[src/rtl/game_flow_controller.sv]
// Pac-Man frame sequencer: READY/PLAY/DYING/CLEAR/OVER flow with lives, pellets and fright timer.
// Optional GAME_FLOW_SCORE_EN adds a saturating 16-bit score output.
module game_flow_controller #(
   parameter int START_LIVES   = 3,
   parameter int PELLET_TOTAL  = 244,
   parameter int READY_FRAMES  = 120,
   parameter int DEATH_FRAMES  = 90,
   parameter int CLEAR_FRAMES  = 120,
   parameter int FRIGHT_FRAMES = 360
) (
   input  logic       Clk,
   input  logic       Reset_n,
   input  logic       frame_tick,
   input  logic       start,
   input  logic       lose_game,
   input  logic       pellet_eaten,
   input  logic       power_eaten,
   output logic [2:0] game_state,
   output logic [2:0] lives,
   output logic [9:0] pellets_left,
   output logic       freeze,
   output logic       respawn,
   output logic       frightened,
   output logic [3:0] level
`ifdef GAME_FLOW_SCORE_EN
   ,
   output logic [15:0] score
`endif
);

   typedef enum logic [2:0] {
      S_IDLE  = 3'd0,
      S_READY = 3'd1,
      S_PLAY  = 3'd2,
      S_DYING = 3'd3,
      S_CLEAR = 3'd4,
      S_OVER  = 3'd5
   } state_e;

   localparam logic [15:0] RDY_LAST = 16'(READY_FRAMES - 1);
   localparam logic [15:0] DTH_LAST = 16'(DEATH_FRAMES - 1);
   localparam logic [15:0] CLR_LAST = 16'(CLEAR_FRAMES - 1);
   localparam logic [2:0]  LIV_INIT = 3'(START_LIVES);
   localparam logic [9:0]  PEL_INIT = 10'(PELLET_TOTAL);
   localparam logic [9:0]  FRI_INIT = 10'(FRIGHT_FRAMES);

   state_e      state_q, state_d;
   logic [15:0] cnt_q, cnt_d;
   logic [2:0]  lives_q, lives_d;
   logic [9:0]  pel_q, pel_d;
   logic [3:0]  level_q, level_d;
   logic        freeze_q, freeze_d;
   logic        resp_q, resp_d;
   logic        fri_q, fri_d;
   logic [9:0]  fcnt_q, fcnt_d;
   logic        coll_q, coll_d;
   logic        start_q;

   logic        in_play;
   logic        coll_hit;
   logic [1:0]  pel_dec;
   logic [9:0]  pel_next;

`ifdef GAME_FLOW_SCORE_EN
   logic [15:0] score_q, score_d;
   logic        fcol_q, fcol_d;
   logic        fhit;
   logic [16:0] sc_add;
   logic [16:0] sc_sum;
`endif

   always_comb begin
      in_play  = (state_q == S_PLAY);
      pel_dec  = in_play ? ({1'b0, pellet_eaten} + {1'b0, power_eaten})
                         : 2'd0;
      pel_next = (pel_q > {8'd0, pel_dec}) ? (pel_q - {8'd0, pel_dec})
                                           : 10'd0;
      coll_hit = coll_q | (lose_game & ~fri_q);
   end

   always_comb begin
      state_d = state_q;
      cnt_d   = frame_tick ? (cnt_q + 16'd1) : cnt_q;
      lives_d = lives_q;
      pel_d   = pel_q;
      level_d = level_q;
      resp_d  = 1'b0;
      fri_d   = fri_q;
      fcnt_d  = fcnt_q;
      coll_d  = 1'b0;
`ifdef GAME_FLOW_SCORE_EN
      score_d = score_q;
      fcol_d  = 1'b0;
      fhit    = 1'b0;
      sc_add  = 17'd0;
      sc_sum  = 17'd0;
`endif
      unique case (state_q)
         S_IDLE: begin
            if (start) begin
               state_d = S_READY;
               lives_d = LIV_INIT;
               pel_d   = PEL_INIT;
               level_d = 4'd0;
               resp_d  = 1'b1;
`ifdef GAME_FLOW_SCORE_EN
               score_d = 16'd0;
`endif
            end
         end
         S_READY: begin
            if (frame_tick && cnt_q == RDY_LAST) state_d = S_PLAY;
         end
         S_PLAY: begin
            pel_d  = pel_next;
            coll_d = frame_tick ? 1'b0 : coll_hit;
            // A power pellet reload beats a same-cycle countdown tick
            if (power_eaten) begin
               fri_d  = 1'b1;
               fcnt_d = FRI_INIT;
            end else if (frame_tick && fri_q) begin
               if (fcnt_q <= 10'd1) begin
                  fcnt_d = 10'd0;
                  fri_d  = 1'b0;
               end else begin
                  fcnt_d = fcnt_q - 10'd1;
               end
            end
`ifdef GAME_FLOW_SCORE_EN
            fhit   = lose_game & fri_q & ~fcol_q;
            fcol_d = frame_tick ? 1'b0 : (fcol_q | fhit);
            sc_add = (pellet_eaten ? 17'd10 : 17'd0)
                   + (power_eaten ? 17'd50 : 17'd0)
                   + (fhit ? 17'd200 : 17'd0);
            sc_sum = {1'b0, score_q} + sc_add;
            score_d = sc_sum[16] ? 16'hFFFF : sc_sum[15:0];
`endif
            if (frame_tick) begin
               if (pel_next == 10'd0) begin
                  state_d = S_CLEAR;
                  fri_d   = 1'b0;
                  fcnt_d  = 10'd0;
               end else if (coll_hit) begin
                  state_d = S_DYING;
                  lives_d = (lives_q == 3'd0) ? 3'd0 : (lives_q - 3'd1);
                  fri_d   = 1'b0;
                  fcnt_d  = 10'd0;
               end
            end
         end
         S_DYING: begin
            if (frame_tick && cnt_q == DTH_LAST) begin
               if (lives_q == 3'd0) begin
                  state_d = S_OVER;
               end else begin
                  state_d = S_READY;
                  resp_d  = 1'b1;
               end
            end
         end
         S_CLEAR: begin
            if (frame_tick && cnt_q == CLR_LAST) begin
               state_d = S_READY;
               pel_d   = PEL_INIT;
               level_d = (level_q == 4'd15) ? 4'd15 : (level_q + 4'd1);
               resp_d  = 1'b1;
            end
         end
         S_OVER: begin
            if (start && !start_q) state_d = S_IDLE;
         end
         default: state_d = S_IDLE;
      endcase
      if (state_d != state_q) cnt_d = 16'd0;
      freeze_d = (state_d != S_PLAY);
   end

   always_ff @(posedge Clk or negedge Reset_n) begin
      if (!Reset_n) begin
         state_q  <= S_IDLE;
         cnt_q    <= 16'd0;
         lives_q  <= LIV_INIT;
         pel_q    <= PEL_INIT;
         level_q  <= 4'd0;
         freeze_q <= 1'b1;
         resp_q   <= 1'b0;
         fri_q    <= 1'b0;
         fcnt_q   <= 10'd0;
         coll_q   <= 1'b0;
         start_q  <= 1'b0;
      end else begin
         state_q  <= state_d;
         cnt_q    <= cnt_d;
         lives_q  <= lives_d;
         pel_q    <= pel_d;
         level_q  <= level_d;
         freeze_q <= freeze_d;
         resp_q   <= resp_d;
         fri_q    <= fri_d;
         fcnt_q   <= fcnt_d;
         coll_q   <= coll_d;
         start_q  <= start;
      end
   end

`ifdef GAME_FLOW_SCORE_EN
   always_ff @(posedge Clk or negedge Reset_n) begin
      if (!Reset_n) begin
         score_q <= 16'd0;
         fcol_q  <= 1'b0;
      end else begin
         score_q <= score_d;
         fcol_q  <= fcol_d;
      end
   end

   assign score = score_q;
`endif

   assign game_state   = state_q;
   assign lives        = lives_q;
   assign pellets_left = pel_q;
   assign freeze       = freeze_q;
   assign respawn      = resp_q;
   assign frightened   = fri_q;
   assign level        = level_q;

endmodule

[config.mk]
export PLATFORM = sky130hd
export DESIGN_NAME = game_flow_controller
export DESIGN_NICKNAME = d
export VERILOG_FILES = /design/src/rtl/game_flow_controller.sv
export SDC_FILE = /design/constraint.sdc
export NUM_CORES = 1
export LEC_CHECK = 0
export ABC_AREA = 1
export ABC_CLOCK_PERIOD_IN_PS = 3600
export CAP_MARGIN = 20
export CORE_ASPECT_RATIO = 0.5
export CORE_UTILIZATION = 40
export CTS_CLUSTER_DIAMETER = 120
export CTS_CLUSTER_SIZE = 24
export DETAILED_ROUTE_END_ITERATION = 10
export GPL_TIMING_DRIVEN = 0
export PLACE_DENSITY = 0.61
export SYNTH_ARGS = -nofsm -noshare
export SYNTH_HDL_FRONTEND = slang
export SYNTH_SLANG_ARGS = --single-unit
export TNS_END_PERCENT = 5
[constraint.sdc]
create_clock -name Clk -period 3.6 [get_ports Clk]
set_clock_uncertainty 0.05 [all_clocks]
set_input_delay 0.72 -clock Clk [delete_from_list [all_inputs] [get_ports Clk]]
set_output_delay 0.72 -clock Clk [all_outputs]
set_load 0.03 [all_outputs]
# [Word-level counts from Yosys, hierarchy flattened]
# Cells that the tools add are included.
[op_classes] n_eq_ne=15 bitwise_logic=3 n_mux=46 order_cmp=2 n_addsub=6 div=0 mul=0 shift=0 reduce_logical=15
[op_table] operator="two-way mux 10 bit" n=9
[op_table] operator="two-way mux 3 bit" n=14
[op_table] operator="equality test 16 x 7 -> 1 bit (second input constant)" n=2
[op_table] operator="two-way mux 16 bit" n=2
[op_table] operator="case mux 10 bit (3 select lines)" n=1
[op_table] operator="case mux 3 bit (6 select lines)" n=1
[op_table] operator="adder 16 x 1 -> 16 bit (second input constant)" n=1
[op_table] operator="two-way mux 1 bit" n=12
[op_table] operator="two-way mux 4 bit" n=3
[op_table] operator="> comparator 10 x 2 -> 1 bit" n=1
[op_table] operator="less-or-equal comparator 10 x 1 -> 1 bit (second input constant)" n=1
[op_table] operator="logical NOT 10 bit" n=1
[op_table] operator="subtractor 10 x 1 -> 10 bit (second input constant)" n=1
[op_table] operator="subtractor 10 x 2 -> 10 bit" n=1
[op_table] operator="inequality test 2 bit (second input constant)" n=4
[op_table] operator="case mux 4 bit (2 select lines)" n=1
[op_table] operator="equality test 3 x 2 -> 1 bit (second input constant)" n=2
[op_table] operator="equality test 3 bit (second input constant)" n=2
[op_table] operator="logical NOT 3 bit" n=2
[op_table] operator="case mux 3 bit (2 select lines)" n=1
[op_table] operator="AND reduction 3 bit" n=2
[op_table] operator="nonzero test 2 bit" n=3
[op_table] operator="AND reduction 5 bit" n=1
[op_table] operator="adder 4 x 1 -> 4 bit (second input constant)" n=1
[op_table] operator="15 further kinds" n=18
[totals] latchBits=0 input_bits=7 rom_bits=0 ram_bits=0 reg_bits=51 mem_count=0 out_inout_bits=23

# [Logic depth before layout (Yosys ltp)]
# Gate-level depths: netlist of the first run.
[depth] depth_word=10 ltp_mapped=21 mapped_depth_nobuf=19

# [Least setup slack after synthesis of the first run]
# OpenSTA, ideal clock, no wires.
[synth_timing] kind="reg-to-reg" startpoint="register state_q[1] (netlist: game_state[1])" endpoint="register cnt_q[6]" t_arrival_ps=3134 n_path_buf=4 path_slack_ps=292 setup_ps=124 synth_period_minus_slack_ps=3308 path_stages_with_launch=21 path_cell_list="dfrtp_1 inv_1 nor3_2 clkbuf_1 clkbuf_1 nand2_1 inv_1 fa_1 inv_1 a21oi_2 nand2_2 buf_6 o21ai_2 nand3_2 nor2_2 nand3_2 nand2_2 nand3_2 nand3_4 buf_12 nor2_4"
[synth_between] elab_chain_len=10
[synth_rtl] element="start: declaration" line_no="47" rtl="state_e state_q, state_d;"
[synth_rtl] element="start signal: assignment" line_no="192" rtl="state_q <= state_d;"
[synth_rtl] element="equality test 3 x 2 -> 1 bit" line_no="73, 98"
[synth_rtl] element="two-way mux 2 bit" line_no="74" rtl="pel_dec = in_play ? ({1'b0, pellet_eaten} + {1'b0, power_eaten})"
[synth_rtl] element="subtractor 10 x 2 -> 10 bit or > comparator 10 x 2 -> 1 bit (tied branches)" line_no="76" rtl="pel_next = (pel_q > {8'd0, pel_dec}) ? (pel_q - {8'd0, pel_dec})"
[synth_rtl] element="two-way mux 10 bit" line_no="76"
[synth_rtl] element="logical NOT 10 bit" line_no="139" rtl="if (pel_next == 10'd0) begin"
[synth_rtl] element="two-way mux 3 bit" line_no="139"
[synth_rtl] element="two-way mux 3 bit" line_no="138" rtl="if (frame_tick) begin"
[synth_rtl] element="case mux 3 bit (6 select lines)" line_no="98" rtl="unique case (state_q)"
[synth_rtl] element="inequality test 3 bit (*)" line_no="174" rtl="if (state_d != state_q) cnt_d = 16'd0;"
[synth_rtl] element="two-way mux 16 bit or nonzero test 2 bit (tied branches)"
[synth_rtl] element="end signal: assignment" line_no="193" rtl="cnt_q <= cnt_d;"
[synth_rtl] element="end: declaration" line_no="48" rtl="logic [15:0] cnt_q, cnt_d;"
# Every way passes the cells marked *; elsewhere a longest branch is shown, timed or not.
# A chain may end at the register's enable or synchronous reset.

# [Worst setup path in the final report of the first run]
[layout_timing] startpoint="input pellet_eaten" endpoint="register cnt_q[6]"
[layout_between] elab_chain_len=10
[layout_rtl] element="start: declaration" line_no="16" rtl="input logic pellet_eaten,"
[layout_rtl] element="adder 1 x 1 -> 2 bit (*)" line_no="74"
[layout_rtl] element="two-way mux 2 bit (*)" line_no="74"
[layout_rtl] element="subtractor 10 x 2 -> 10 bit or > comparator 10 x 2 -> 1 bit (tied branches)" line_no="76"
[layout_rtl] element="two-way mux 10 bit (*)" line_no="76"
[layout_rtl] element="logical NOT 10 bit (*)" line_no="139"
[layout_rtl] element="two-way mux 3 bit (*)" line_no="139"
[layout_rtl] element="two-way mux 3 bit (*)" line_no="138"
[layout_rtl] element="case mux 3 bit (6 select lines) (*)" line_no="98"
[layout_rtl] element="inequality test 3 bit (*)" line_no="174"
[layout_rtl] element="two-way mux 16 bit or nonzero test 2 bit (tied branches)"
# Marked as above.

==> metrics.txt, run 1 <==
status finished clean; H-tree depth 2; CP Data Required Time 3730 ps; PnR worst setup slack 235 ps; sequential-to-total area share from yosys stat 39.4%; layout cells sized above 1 14.8%; VDD IR max 293 uV; Tmin final 3370 ps; final wirelength 6.84 mm; Layout area overhead 20.5%; DR DRC count 0; crit path kind in -> reg; Via-to-Cell Ratio 4.77; Yosys top cell by area dfrtp_1; PD cells 603 nW/um^2; Mapped Area 3260 um^2; Rows 22; non-filler instance count after layout 568; placed inst area 3700 um^2; vias 2712; Worst-path clk slew 70 ps; Hold Path Class in -> async; Clock Tree Root clkbuf_16; Pre-antenna DRT Iters 4; Setup Viol. Count Final 0; Layout fillers 751; # port buffers 29; area of the multi-input gates 1650 um^2; Layout Nets 478; max frequency 297 MHz; fin. max-slew vios 0; Die X-Extent 130 um; Clk Latency, worst-skew pair 290 ps; DRT antenna net count 0; CORE AREA 7600 um^2; cell count after synthesis 418; Yosys top cell area share 33.0%; number of global-route vias before repair 2564; setup_tns 0 ps; Die ar. 8540 um^2; Post-Syn Nets 437; Worst Setup End Kind register; GRT Overall Usage 18.2%; Die H 65.9 um; hold slack 377 ps; Ant. Diodes 0; first-pass GRT wire length 12.0 mm; Design Area, Final 3930 um^2; final period utilization 93.5%; CTS sink count 51; CP Launch Type primary input; top post-synthesis cells by area dfrtp_1, nand2_1, inv_1, dfstp_2, nor2_1; register area 1290 um^2; Ys Warns 0; largest net degree at the start of global routing 27; crit path DAT 3500 ps; total CTS buffers 5; final hold vios 0; Placed Cells 556; Place WS -341 ps; max cap viols 0; Static Leak 1.82 nW; per-cell routed wire length 12.0 um; Final GP Congestion 0.822; CTS max path bufs 2; IO Count 30; Initial Util 42.9%; crit-path max FO 10; initial antenna violation count 0; Distinct cells, synth 37; CTS tree yes; aggregate global routing overflow 0; synthesized area per cell 7.80 um^2; detailed placement HPWL 5.26 mm; Synth Register Bits 51; worst slew pin tran 602 ps; relative slew slack 59.9%; initial DRC count 124
-- layout by cell type (no fill, tap or decap), types with 6 or more instances in the layout --
cell,netlist,layout
dfrtp_1,43,43
nand2_1,76,76
a21oi_1,13,13
nand3_2,9,9
nor2_1,50,50
nand4_1,7,7
xor2_1,16,16
inv_1,72,71
o22ai_1,11,11
o21ai_0,22,22
clkdlybuf4s50_1,0,27
nand3_1,22,22
ha_1,11,11
buf_4,1,7
dfstp_2,8,8
nor2_4,10,10
nand2_2,7,7
nor3_1,6,6
-- state kept, by name (all words and copies together), names as in the netlist --
signal,flops
lives,3
coll_q,1
game_state,3
level,4
pellets_left,10
start_q,1
fcnt_q,10
freeze,1
cnt_q,16
respawn,1
frightened,1
-- cell families after synthesis --
group,Yosys count,synth area share (%)
DFF,51,39.4
xor gates and xnor gates,17,4.56
buffers and inverters,80,10.1
and+or+nand+nor,199,30.6
AOI/OAI and AO/OA,59,10.5
adders and majority gates,12,4.83
-- stage by stage --
stage | power [mW] | utilization [%]
3_3_place_gp | 1.80 | 48.5
2_1_floorplan | 1.50 | -
3_5_place_dp | 1.81 | 48.7
5_1_grt | 2.52 | 51.7
4_1_cts | 2.40 | 51.1
6_report | 2.37 | 51.7
-- final cells by class --
cell class                 instances  area share (%)
multi-input combinational        287            42.1
sequential                        51            32.7
timing repair buffer              35            8.69
inverter                          74            7.16
clock buffer                       6            3.53
tap                              108            3.44
buffer                             5            1.37
clock inverter                     2           0.987
-- path summary, 6_finish.rpt --
kind,cells after the start,slack (ps),from,endpoint
min reg2reg,2,440,lives[1]$_DFFE_PN1P_,lives[1]$_DFFE_PN1P_
max in group asynchronous,2,2490,Reset_n,pellets_left[2]$_DFFE_PN1P_
min,1,380,Reset_n,cnt_q[11]$_DFFE_PN0P_
max reg2reg,19,250,game_state[1]$_DFF_PN0_,cnt_q[6]$_DFFE_PN0P_
min in group Clk,2,440,lives[1]$_DFFE_PN1P_,lives[1]$_DFFE_PN1P_
max,17,230,pellet_eaten,cnt_q[6]$_DFFE_PN0P_
-- critical path, stage by stage --
cell and delay (ps):
clkdlybuf4s50_1 410, ha_1 290, inv_1 50, nor2_1 50
ha_1 200, fa_1 410, nand2_1 180, o21ai_0 110
nand3_1 160, nand3_1 120, nor2_2 140, nand3_2 120
nand2_2 100, nand3_2 80, nand3_4 140, buf_12 190
nor2_4 30
-- what timing repair did --
item,CTS,global route
endpoints found under the setup margin,28,28
pin swaps,0,1
buffers inserted,0,5
endpoints found under the hold margin,0,0
resized for setup,3,7
hold buffers,0,0
-- synth_stat cells --
library cell / instances
nand2_1: 76
inv_1: 72
nor2_1: 50
dfrtp_1: 43
nand3_1: 22
o21ai_0: 22
xor2_1: 16
a21oi_1: 13
ha_1: 11
o22ai_1: 11
nor2_4: 10
nand3_2: 9
dfstp_2: 8
nand2_2: 7
nand4_1: 7
nor3_1: 6
nor2_2: 5
o211ai_1: 4
a22oi_1: 3
clkbuf_1: 3
inv_2: 2
nor3_2: 2
nor4_1: 2
a21oi_2: 1
and3_1: 1
buf_12: 1
buf_4: 1
buf_6: 1
fa_1: 1
nand3_4: 1
o2111ai_1: 1
o21ai_1: 1
o21ai_2: 1
o21bai_1: 1
o221ai_1: 1
or2_2: 1
xnor2_1: 1
-- per-layer routing --
layer  wire [um]  up-vias  global-route usage, %
li1            -     1420                      -
met1        3600     1257                   25.3
met2        2980       28                   28.3
met3         172        7                   4.21
met4          81        0                   5.38
met5           0        -                      0
-- report_power, final --
group	switching (mW)	total, mW	internal [mW]	leakage, nW
combinational	0.631	0.986	0.354	1.13
sequential	0.121	0.814	0.693	0.608
clock	0.219	0.568	0.350	0.0875
Power figures use the tool's default switching activity.
==> run 2: changes to the inputs <==
--- a/config.mk
+++ b/config.mk
@@ -7,8 +7,8 @@
 export LEC_CHECK = 0
 export ABC_AREA = 1
 export ABC_CLOCK_PERIOD_IN_PS = 3600
-export CAP_MARGIN = 20
 export CORE_ASPECT_RATIO = 0.5
+export CORE_MARGIN = 2
 export CORE_UTILIZATION = 40
 export CTS_CLUSTER_DIAMETER = 120
 export CTS_CLUSTER_SIZE = 24
==> metrics.txt, run 2 (same netlist as run 1, synthesis figures left out) <==
status finished clean; Die X-Extent 132 um; final hold vios 0; first-pass GRT wire length 12.0 mm; Largest Register cnt_q; # port buffers 29; GRT Overall Usage 16.7%; Die ar. 8940 um^2; crit-path max FO 10; VDD IR max 258 uV; vias 2692; Reg2Reg Depth 19; switching part of the total 41.5%; initial DRC count 169; NetSw 0.978 mW; largest net degree at the start of global routing 28; CORE AREA 7940 um^2; Layout Nets 480; CP endpoint cnt_q[13]$_DFFE_PN0P_; Final GP Congestion 0.809; Clk Latency, worst-skew pair 300 ps; post-layout util 49.7%; fin. max-slew vios 0; # hold bufs at CTS 0; worst r2r dst cnt_q[13]$_DFFE_PN0P_; max cap viols 0; max reg flops 16; H-tree depth 2; CP Launch Type primary input; per-cell routed wire length 11.8 um; commonest cells after routing, fill and taps aside nand2_1, inv_1, nor2_1, dfrtp_1, clkdlybuf4s50_1; Worst Setup End Kind register; Static Leak 1.83 nW; number of global-route vias before repair 2602; non-filler instance count after layout 574; Placed Cells 560; detailed placement HPWL 5.10 mm; total CTS buffers 5; max frequency 302 MHz; crit path kind in -> reg; placed inst area 3710 um^2; most common cell after layout, fill and taps aside nand2_1; worst slew pin tran 652 ps; Hold Path Class in -> async; RSZ-0062 raised after global routing no; DR DRC count 0; Initial Util 41.1%; IO Count 30; CTS sink count 51; Worst-path clk slew 80 ps; CP Data Required Time 3720 ps; aggregate global routing overflow 0; Design Power 2.36 mW; crit path DAT 3440 ps; setup_tns 0 ps; r2r startpoint game_state[1]$_DFF_PN0_; clock power share 23.9%; initial antenna violation count 0; CTS max path bufs 2; Tmin final 3310 ps; relative slew slack 56.6%; Combinational Power Share 41.6%; r2r setup slk 360 ps; PD cells 597 nW/um^2; Via-to-Cell Ratio 4.69; Clock Tree Root clkbuf_16; Design Area, Final 3950 um^2; Layout area overhead 21.1%; layout cells sized above 1 15.4%; Reg power frac 34.5%; internal power 1.38 mW; CTS tree yes; final wirelength 6.78 mm; Ant. Diodes 0; DRT antenna net count 0; launch point of the worst path pellet_eaten; Rows 23; Setup Viol. Count Final 0; Die H 67.9 um; Pre-antenna DRT Iters 4; final period utilization 92.0%
run 2: cell count changes in the layout (fill, tap and decap cells not counted), sizes merged:
cell | before | now
clkinv | 0 | 1
clkbuf | 7 | 6
dlymetal6s2s | 0 | 1
buf | 11 | 13
dlygate4sd2 | 1 | 0
run 2: power groups by stage:
stage / Sequential [mW] / Combinational, mW / Clock, mW
final: 0.814 / 0.981 / 0.563
after global routing: 0.835 / 1.10 / 0.605
after CTS: 0.809 / 0.994 / 0.580
after detailed placement: 0.820 / 0.990 / 0
after global placement: 0.821 / 0.981 / 0
after floorplan: 0.960 / 0.537 / 0
run 2: how the worst min path moves through the flow:
stage / from / end / cells past startpoint
2_1_floorplan: Reset_n / cnt_q[0]$_DFFE_PN0P_ / 0
5_1_grt: Reset_n / lives[2]$_DFFE_PN0P_ / 1
3_5_place_dp: lives[1]$_DFFE_PN1P_ / lives[1]$_DFFE_PN1P_ / 2
4_1_cts: Reset_n / lives[2]$_DFFE_PN0P_ / 1
3_3_place_gp: lives[1]$_DFFE_PN1P_ / lives[1]$_DFFE_PN1P_ / 2
6_report: Reset_n / lives[2]$_DFFE_PN0P_ / 1
run 2: layout make-up:
type / count / area, um^2
buffer: 5 / 57.6
clock buffer: 5 / 125
inverter: 74 / 282
tap: 112 / 140
fill: 779 / 3990
clock inverter: 3 / 47.5
multi-input combinational: 287 / 1650
timing repair buffer: 37 / 358
sequential: 51 / 1290
run 2: layer usage:
metal | GRT usage, % | share of wire (%) | routed length (um)
met2 | 27.2 | 44 | 2990
met4 | 2.04 | 0.40 | 27
met5 | 0 | 0 | 0
met1 | 23.5 | 53 | 3590
met3 | 4.00 | 2.6 | 175
run 2: per-stage QoR:
| stage | setup slack, ps | hold WS (ps) |
|---|---|---|
| 3_3_place_gp | -294 | 426 |
| 6_report | 289 | 400 |
| 4_1_cts | 12.4 | 424 |
| 2_1_floorplan | 292 | 374 |
| 5_1_grt | 51.3 | 448 |
| 3_5_place_dp | -303 | 433 |
run 2: critical path: stages:
cell and delay (ps):
clkdlybuf4s50_1 410, ha_1 290, inv_1 50, nor2_1 50
ha_1 190, fa_1 410, nand2_1 160, o21ai_0 110
nand3_1 150, nand3_1 110, nor2_2 140, nand3_2 110
nand2_2 90, nand3_2 80, nand3_4 130, buf_12 190
nor2_4 30
run 2: timing repair:
item / 4_1_cts / 5_1_grt
endpoints found under the setup margin: 25 / 28
buffers inserted: 0 / 7
pin swaps: 0 / 1
gates resized for setup: 2 / 10
==> run 3: changes to the inputs <==
--- a/config.mk
+++ b/config.mk
@@ -14,7 +14,7 @@
 export CTS_CLUSTER_SIZE = 24
 export DETAILED_ROUTE_END_ITERATION = 10
 export GPL_TIMING_DRIVEN = 0
-export PLACE_DENSITY = 0.61
+export PLACE_DENSITY = 0.64
 export SYNTH_ARGS = -nofsm -noshare
 export SYNTH_HDL_FRONTEND = slang
 export SYNTH_SLANG_ARGS = --single-unit
==> metrics.txt, run 3 (same netlist as run 1, synthesis figures left out) <==
status finished clean; CP Data Required Time 3730 ps; Worst-path clk slew 70 ps; vias 2732; Hold Path Class in -> async; area of the multi-input gates 1650 um^2; number of global-route vias before repair 2589; Place WS -288 ps; Combinational Power Share 42.5%; hold slack 402 ps; CTS tree yes; CP Launch Type register; max frequency 300 MHz; Clk Latency, worst-skew pair 300 ps; PnR worst setup slack 268 ps; CTS sink count 51; worst slew pin tran 642 ps; per-cell routed wire length 11.6 um; Worst Setup End Kind register; Die ar. 8940 um^2; clock power share 22.2%; crit path kind reg -> reg; max reg flops 16; NetSw 0.961 mW; Placed Cells 560; Clock Tree Root clkbuf_16; crit-path max FO 10; # port buffers 29; Initial Util 41.1%; CTS max path bufs 2; Design Power 2.31 mW; crit path DAT 3460 ps; most common cell after layout, fill and taps aside nand2_1; Final GP Congestion 0.839; first-pass GRT wire length 11.4 mm; switching part of the total 41.7%; Largest Register cnt_q; RSZ-0062 raised after global routing no; initial antenna violation count 0; DRT antenna net count 0; # hold bufs at CTS 0; Via-to-Cell Ratio 4.77; largest net degree at the start of global routing 27; detailed placement HPWL 5.06 mm; internal power 1.34 mW; layout cells sized above 1 15.0%; CORE AREA 7940 um^2; PD cells 587 nW/um^2; final wirelength 6.67 mm; H-tree depth 2; IO Count 30; Ant. Diodes 0; fin. max-slew vios 0; Setup Viol. Count Final 0; DR DRC count 0; Layout fillers 780; Static Leak 1.82 nW; register area 1290 um^2; Tmin final 3330 ps; Pre-antenna DRT Iters 5; Die X-Extent 132 um; non-filler instance count after layout 573; Layout Nets 479; VDD IR max 381 uV; commonest cells after routing, fill and taps aside nand2_1, inv_1, nor2_1, dfrtp_1, clkdlybuf4s50_1; Reg power frac 35.3%; final hold vios 0; relative slew slack 57.2%; final period utilization 92.5%; Layout area overhead 20.4%; aggregate global routing overflow 0; GRT Overall Usage 16.1%; Rows 23; Die H 67.9 um; total CTS buffers 5; initial DRC count 166; max cap viols 0; post-layout util 49.4%
## run 3: repair_timing
action | 4_1_cts | 5_1_grt
gates resized for setup | 2 | 6
buffers inserted | 0 | 6
setup endpoints to repair | 24 | 28
pin swaps | 0 | 1
## run 3: critical path, cell delays in order (launching register included)
cell,delay (ps)
dfrtp_1,440
inv_1,130
nor3_4,250
clkbuf_4,250
buf_2,240
nand2_1,100
inv_1,90
fa_1,210
inv_1,80
a21oi_2,150
nand2_2,70
buf_6,150
nand2_2,80
nand3_2,100
nor2_2,160
nand3_2,120
nand2_2,100
nand3_2,80
nand3_4,140
buf_12,190
nor2_4,30
## run 3: cell type report
cell class | count | area share (%)
Clock buffer | 7 | 3.89
Timing Repair Buffer | 36 | 8.99
Inverter | 74 | 7.17
Clock inverter | 1 | 0.191
Multi-Input combinational cell | 287 | 42.1
Tap cell | 112 | 3.57
Buffer | 5 | 1.31
Sequential cell | 51 | 32.8
## run 3: power by group through the flow
| stage | Combinational (mW) | Clock (mW) | Sequential (mW) |
|---|---|---|---|
| floorplan | 0.537 | 0 | 0.960 |
| global placement | 0.979 | 0 | 0.822 |
| detailed placement | 0.986 | 0 | 0.821 |
| CTS | 0.990 | 0.526 | 0.811 |
| global route | 1.08 | 0.544 | 0.831 |
| finish | 0.980 | 0.511 | 0.815 |
## run 3: path summary, 6_finish.rpt
check | depth (start not counted) | from | to | slack [ps]
hold reg to reg | 2 | lives[1]$_DFFE_PN1P_ | lives[1]$_DFFE_PN1P_ | 440
setup reg to reg | 20 | game_state[1]$_DFF_PN0_ | cnt_q[5]$_DFFE_PN0P_ | 270
hold / removal | 1 | Reset_n | pellets_left[1]$_DFFE_PN0P_ | 400
max in group asynchronous | 2 | Reset_n | freeze$_DFF_PN1_ | 2460
setup / recovery | 20 | game_state[1]$_DFF_PN0_ | cnt_q[5]$_DFFE_PN0P_ | 270
min in group Clk | 2 | lives[1]$_DFFE_PN1P_ | lives[1]$_DFFE_PN1P_ | 440
## run 3: per-stage QoR
step | cell area (um^2) | TNS [ps]
2_1_floorplan | 3260 | 0
3_5_place_dp | 3710 | -5390
4_1_cts | 3870 | 0
5_1_grt | 3930 | 0
3_3_place_gp | 3690 | -5440
6_report | 3930 | 0
## run 3: per-layer routing
layer | global-route usage (%) | wire [um] | vias to the layer above
li1 | - | - | 1422
met5 | 0 | 0 | -
met2 | 27.3 | 2910 | 32
met1 | 21.0 | 3510 | 1270
met3 | 3.63 | 169 | 8
met4 | 4.76 | 80 | 0
